<file path="config.mk">
export PLATFORM = sky130hd
export DESIGN_NAME = vga_rx_decoder
export DESIGN_NICKNAME = d
export VERILOG_FILES = /design/src/rtl/vga_timing_pkg.sv /design/src/rtl/sync_edge_det.sv /design/src/rtl/vga_rx_decoder.sv
export SDC_FILE = /design/constraint.sdc
export NUM_CORES = 1
export LEC_CHECK = 0
export BUFFER_PORTS_ARGS = -buffer_cell sky130_fd_sc_hd__buf_2
export CAP_MARGIN = 10
export CORE_MARGIN = 2
export CORE_UTILIZATION = 36
export DETAILED_ROUTE_END_ITERATION = 8
export GPL_TIMING_DRIVEN = 0
export HOLD_SLACK_MARGIN = 0.05
export PLACE_DENSITY_LB_ADDON = 0.2
export SLEW_MARGIN = 40
export SYNTH_ARGS = -nofsm -noshare
export SYNTH_HDL_FRONTEND = slang
export SYNTH_SLANG_ARGS = --single-unit
</file>
<file path="constraint.sdc">
create_clock -name clk -period 2.15 [get_ports clk]
set_input_delay 0.3225 -clock clk [delete_from_list [all_inputs] [get_ports clk]]
set_output_delay 0.3225 -clock clk [all_outputs]
set_load 0.05 [all_outputs]
</file>
<file path="src/rtl/vga_timing_pkg.sv">
// Shared VGA timing constants, FSM state type and colour packing.
// Used by the driver and the receive-side decoder.
package vga_timing_pkg;

  localparam int H_ACTIVE = 640;
  localparam int V_ACTIVE = 480;
  localparam int H_TOTAL  = 800;
  localparam int V_TOTAL  = 525;

  localparam logic SYNC_ACTIVE = 1'b0;

  typedef enum logic [1:0] {
    SEEK   = 2'd0,
    SYNCED = 2'd1,
    LOCKED = 2'd2
  } rx_state_t;

  function automatic logic [7:0] pack_color(
    input logic [7:0] r,
    input logic [7:0] g,
    input logic [7:0] b
  );
    return {r[7:5], g[7:5], b[7:6]};
  endfunction

endpackage

</file>
<file path="src/rtl/sync_edge_det.sv">
// Registers one sync/blank line twice and reports its asserted
// level plus one-cycle assert (on) and deassert (off) pulses.
module sync_edge_det #(
  parameter logic ACTIVE = 1'b0
) (
  input  logic clk,
  input  logic rst_n,
  input  logic sig,
  output logic level,
  output logic on,
  output logic off
);

  logic q;
  logic q2;

  // Input register plus history copy; resets to the idle level
  always_ff @(posedge clk or negedge rst_n) begin
    if (!rst_n) begin
      q  <= ~ACTIVE;
      q2 <= ~ACTIVE;
    end else begin
      q  <= sig;
      q2 <= q;
    end
  end

  assign level = (q == ACTIVE);
  assign on    = level && (q2 != ACTIVE);
  assign off   = !level && (q2 == ACTIVE);

endmodule

</file>
<file path="src/rtl/vga_rx_decoder.sv">
// Receive-side VGA decoder: rebuilds pixel coordinates and colour,
// locks to frame timing, counts frames and checksums each frame.
module vga_rx_decoder
  import vga_timing_pkg::*;
#(
  parameter int H_ACT = H_ACTIVE,
  parameter int V_ACT = V_ACTIVE,
  parameter int H_TOT = H_TOTAL
) (
  input  logic        clk,
  input  logic        rst_n,
  input  logic        hsync,
  input  logic        vsync,
  input  logic        blank_n,
  input  logic [7:0]  red,
  input  logic [7:0]  green,
  input  logic [7:0]  blue,
  output logic        pix_valid,
  output logic [9:0]  pix_x,
  output logic [9:0]  pix_y,
  output logic [7:0]  pix_color,
  output logic        locked,
  output logic        frame_done,
  output logic [15:0] frame_count,
  output logic [15:0] frame_sum,
  output logic        err_hlen,
  output logic        err_vlen
);

  logic hs_lvl, hs_edge, hs_off;
  logic vs_lvl, vs_edge, vs_off;
  logic blank_q, bl_on, bl_fall;
  logic [7:0] color_q;

  sync_edge_det #(.ACTIVE(SYNC_ACTIVE)) u_hs (
    .clk(clk), .rst_n(rst_n), .sig(hsync),
    .level(hs_lvl), .on(hs_edge), .off(hs_off)
  );

  sync_edge_det #(.ACTIVE(SYNC_ACTIVE)) u_vs (
    .clk(clk), .rst_n(rst_n), .sig(vsync),
    .level(vs_lvl), .on(vs_edge), .off(vs_off)
  );

  sync_edge_det #(.ACTIVE(1'b1)) u_bl (
    .clk(clk), .rst_n(rst_n), .sig(blank_n),
    .level(blank_q), .on(bl_on), .off(bl_fall)
  );

  logic unused_ok;
  assign unused_ok = ^{hs_lvl, hs_off, vs_lvl, vs_off, bl_on};

  rx_state_t   state;
  logic [9:0]  x_cnt;
  logic [9:0]  y_cnt;
  logic [11:0] h_per;
  logic        h_seen;
  logic        frame_ok;
  logic [15:0] acc;

  logic [9:0]  y_next;
  logic [15:0] acc_next;
  logic        hl_bad;
  logic        vl_bad;
  logic        err_now;
  logic        frame_good;

  // Colour is packed on the way in so only 8 bits are registered
  always_ff @(posedge clk or negedge rst_n) begin
    if (!rst_n) color_q <= '0;
    else        color_q <= pack_color(red, green, blue);
  end

  // Line/frame checks; a row ending this cycle counts before the frame check
  always_comb begin
    y_next = y_cnt;
    if (bl_fall && y_cnt != 10'h3ff) y_next = y_cnt + 10'd1;
    hl_bad = (bl_fall && x_cnt != 10'(H_ACT)) ||
             (hs_edge && h_seen && h_per != 12'(H_TOT));
    vl_bad = vs_edge && state != SEEK && y_next != 10'(V_ACT);
    err_now = hl_bad || vl_bad;
    frame_good = vs_edge && state != SEEK && frame_ok && !err_now;
    acc_next = acc + (pix_valid ? {8'h00, pix_color} : 16'h0000);
  end

  // Pixel decode, position counters, hsync period and sticky errors
  always_ff @(posedge clk or negedge rst_n) begin
    if (!rst_n) begin
      pix_valid <= 1'b0;
      pix_x     <= '0;
      pix_y     <= '0;
      pix_color <= '0;
      x_cnt     <= '0;
      y_cnt     <= '0;
      h_per     <= '0;
      h_seen    <= 1'b0;
      err_hlen  <= 1'b0;
      err_vlen  <= 1'b0;
    end else begin
      pix_valid <= blank_q;
      if (blank_q) begin
        pix_x     <= x_cnt;
        pix_y     <= y_cnt;
        pix_color <= color_q;
      end
      unique case (1'b1)
        blank_q: if (x_cnt != 10'h3ff) x_cnt <= x_cnt + 10'd1;
        bl_fall: x_cnt <= '0;
        default: ;
      endcase
      y_cnt <= vs_edge ? 10'd0 : y_next;
      if (hs_edge)              h_per <= 12'd1;
      else if (h_per != 12'hfff) h_per <= h_per + 12'd1;
      h_seen   <= h_seen | hs_edge;
      err_hlen <= err_hlen | hl_bad;
      err_vlen <= err_vlen | vl_bad;
    end
  end

  // Lock FSM with registered lock flag, frame reporting and checksum
  always_ff @(posedge clk or negedge rst_n) begin
    if (!rst_n) begin
      state       <= SEEK;
      locked      <= 1'b0;
      frame_ok    <= 1'b0;
      frame_done  <= 1'b0;
      frame_count <= '0;
      frame_sum   <= '0;
      acc         <= '0;
    end else begin
      unique case (state)
        SEEK: begin
          locked <= 1'b0;
          if (vs_edge) state <= SYNCED;
        end
        SYNCED: begin
          if (frame_good) begin
            state  <= LOCKED;
            locked <= 1'b1;
          end
        end
        LOCKED: begin
          if (err_now) begin
            state  <= SYNCED;
            locked <= 1'b0;
          end
        end
        default: begin
          state  <= SEEK;
          locked <= 1'b0;
        end
      endcase
      if (vs_edge)      frame_ok <= 1'b1;
      else if (err_now) frame_ok <= 1'b0;
      frame_done <= frame_good;
      if (frame_good) begin
        frame_sum   <= acc_next;
        frame_count <= frame_count + 16'd1;
      end
      acc <= vs_edge ? 16'h0000 : acc_next;
    end
  end

endmodule
</file>
==> results.sh <==
export IMPL_status="finished with violations"
export IMPL_violations="setup timing"
export IMPL_die_w_um=131
export IMPL_final_setup_skew_ps=11.1
export IMPL_final_hold_viol_count=0
export IMPL_yosys_area_share_simple_pct=18.4
export IMPL_antenna_cells=0
export IMPL_yosysMostFrequentCell="dfrtp_1"
export IMPL_synth_async_reset_ratio_pct=100
export IMPL_synth_area_top_cells="dfrtp_1, mux2_2, xor2_1, o21ai_0, nor2_1"
export IMPL_rows=46
export IMPL_worstSkewPairLatency_ps=420
export IMPL_cp_end_kind="flop"
export IMPL_path_cells="buf_8 > buf_4 > buf_6 > nand2_4 > inv_2 > ha_4 > a21oi_4 > a2bb2oi_2 > a21oi_2 > a31o_4 > and4_4 > xnor2_4 > nor2_1"
export IMPL_power_density_nw_per_um2=852
export IMPL_synth_compound_area_share_pct=8.36
export IMPL_dieHeight_um=131
export IMPL_rsz0062_at_grt="true"
export IMPL_synthToLayoutAreaGrowth_pct=43.8
export IMPL_slew_headroom_pct=53.7
export IMPL_place_gp_congestion=0.841
export IMPL_cp_required_ps=2430
export IMPL_layout_drive_gt1_share_pct=44.3
export IMPL_synth_nets=578
export IMPL_arrival_ps=2630
export IMPL_grt_pass1_wl_um=23700
export IMPL_yosysSeqAreaShare_pct=55.8
export IMPL_crit_buf_inv=4
export IMPL_power_leakage_nw=3.97
export IMPL_synth_top_cell_by_area="dfrtp_1"
export IMPL_cts_tree="done"
export IMPL_synth_xor_xnor_area_share_pct=5.70
export IMPL_timing_final_ws_setup_ps=-199
export IMPL_crit_slowest_cell="dfrtp_2"
export IMPL_fillers=1406
export IMPL_synthMuxAreaShare_pct=6.11
export IMPL_r2r_setup_slack_ps=-200
export IMPL_cp_start_kind="flop"
export IMPL_synth_edf_count=0
export IMPL_dr_total_vias=4572
export IMPL_max_freq_mhz=426
export IMPL_drt_iter0_markers=179
export IMPL_synthTopCellsByCount="dfrtp_1, nor2_1, nand2_1"
export IMPL_numCtsBuffers=17
export IMPL_cts_path_max_buffers=2
export IMPL_syn_area_sq_um=5840
export IMPL_critical_path_class="flop to flop"
export IMPL_fp_dieArea_sq_um=17300
export IMPL_clock_sinks=130
export IMPL_slew_violations=0
export IMPL_ioPinCount=94
export IMPL_cp_max_fo=7
export IMPL_setup_violations=41
export IMPL_report_power_total_mw=7.15
export IMPL_synth_adder_area_share_pct=3.34
export IMPL_h_tree_depth=4
export IMPL_routedWlPerCell_um=15.2
export IMPL_cts_root_buf="clkbuf_16"
export IMPL_grt_ovfl_total=0
export IMPL_clkTransAtPathRegs_ps=60
export IMPL_grt_pass1_vias=4670
export IMPL_cpPeakStageDelay_ps=410
export IMPL_yosys_register_bits=130
export IMPL_syn_avg_cell_area_sq_um=10.9
export IMPL_dp_slack_ps=-477
export IMPL_drv_cap=0
export IMPL_coreArea_sq_um=15900
export IMPL_num_nets_final=729
export IMPL_yosys_warnings=0
export IMPL_ys_types=54
export IMPL_io_buffers=77
export IMPL_firstDrtPassIters=5
export IMPL_crit_family="compound AO/OA/AOI/OAI gates"
export IMPL_drcViolationCount=0
export IMPL_antenna_found_initial=0
export IMPL_tightest_slew_ps=695
export IMPL_via_per_inst=5.00
export IMPL_start_util_pct=36.8
export IMPL_netlist_instances=534
export IMPL_wl_um=13900
export IMPL_ant_nets=0
export IMPL_grt_use_total_pct=17.0
export IMPL_synth_top_area_share_pct=54.0
export IMPL_period_needed_ps=2350
export IMPL_hold_class="input pin to async pin"
export IMPL_synth_top_family_by_area="simple AND/OR/NAND/NOR gates"
export IMPL_grt_max_degree=48
export IMPL_dp_hpwl_um=9050
export IMPL_synthFlopType="dfrtp_1"
export IMPL_finalCritPeriodShare_pct=109
export IMPL_irDropWorstVdd_uv=610
[layout make-up]
cell class              count  area [sq um]  share of cell area (%)
inverters                  16          60.1                   0.715
clock inverters            15           140                    1.67
plain buffers              16           161                    1.92
multi-input cells         370          3100                    36.9
clock buffers              17           425                    5.07
well taps                 216           270                    3.22
repair buffers            134           968                    11.5
flip-flops and latches    130          3270                    39.0
[stage by stage]
stage                     instances  cell area [sq um]  utilization, %  TNS [ps]  hold slack (ps)
after floorplan                 534               5990               -     -3060             26.9
after global placement          827               6640            41.8   -139190              359
after detailed placement        829               6710            42.2    -16100              236
after CTS                       902               8080            50.9     -3190              368
after global routing            914               8390            52.8     -9270              372
final                           914               8390            52.8     -4590              366
[repair_timing]
item,4_1_cts,5_1_grt
endpoints found under the hold margin,49,0
hold buffers,12,0
setup endpoints to repair,53,63
pin swaps,46,34
resized for setup,100,51
buffers inserted,26,13
cloned,4,0
[placed cells by master (no fill, tap or decap), drive strengths merged, types with 14 or more instances in the layout]
master	n
xor2	24
o21ai	39
mux2	29
clkbuf	31
ha	14
nand2	50
dfrtp	126
inv	16
buf	124
nand3	19
xnor2	14
nor2	51
[logic make-up after synthesis]
kind of cell	count (synthesis)
adder cells (fa/ha/maj)	15
AO/OA/AOI/OAI	77
multiplexers	32
XOR/XNOR	38
AND/OR/NAND/NOR	208
buffers and inverters	34
flip-flops	130
[path summary, 6_finish.rpt]
check | cells past startpoint | start | to
max in group asynchronous | 3 | rst_n | u_vs.q2
setup / recovery | 13 | u_bl.q2 | acc[15]
setup reg to reg | 13 | u_bl.q2 | acc[15]
hold reg to reg | 0 | u_hs.q | u_hs.q2
min in group clk | 0 | u_hs.q | u_hs.q2
hold / removal | 2 | rst_n | h_seen
[metal layers]
metal  track usage (%)  wire (um)  vias up
li1                  -          -     2170
met1              22.0       6280     2299
met2              28.2       6920       86
met3              4.21        497       17
met4              5.19        226        0
met5                 0          0        -
[sequential cells by signal, indices dropped and copies added, names as in the netlist, 8 cells and up]
| name | count |
|---|---|
| pix_color | 8 |
| h_per | 12 |
| y_cnt | 10 |
| frame_count | 16 |
| acc | 16 |
| frame_sum | 16 |
| color_q | 8 |
| pix_y | 10 |
| x_cnt | 10 |
| pix_x | 10 |
[where the power goes]
part           internal (mW)  total (mW)  switching (mW)
sequential              2.66        2.85           0.193
combinational          0.687        1.57           0.884
clock                   1.59        2.73            1.13
(Power assumes the default switching activity.)
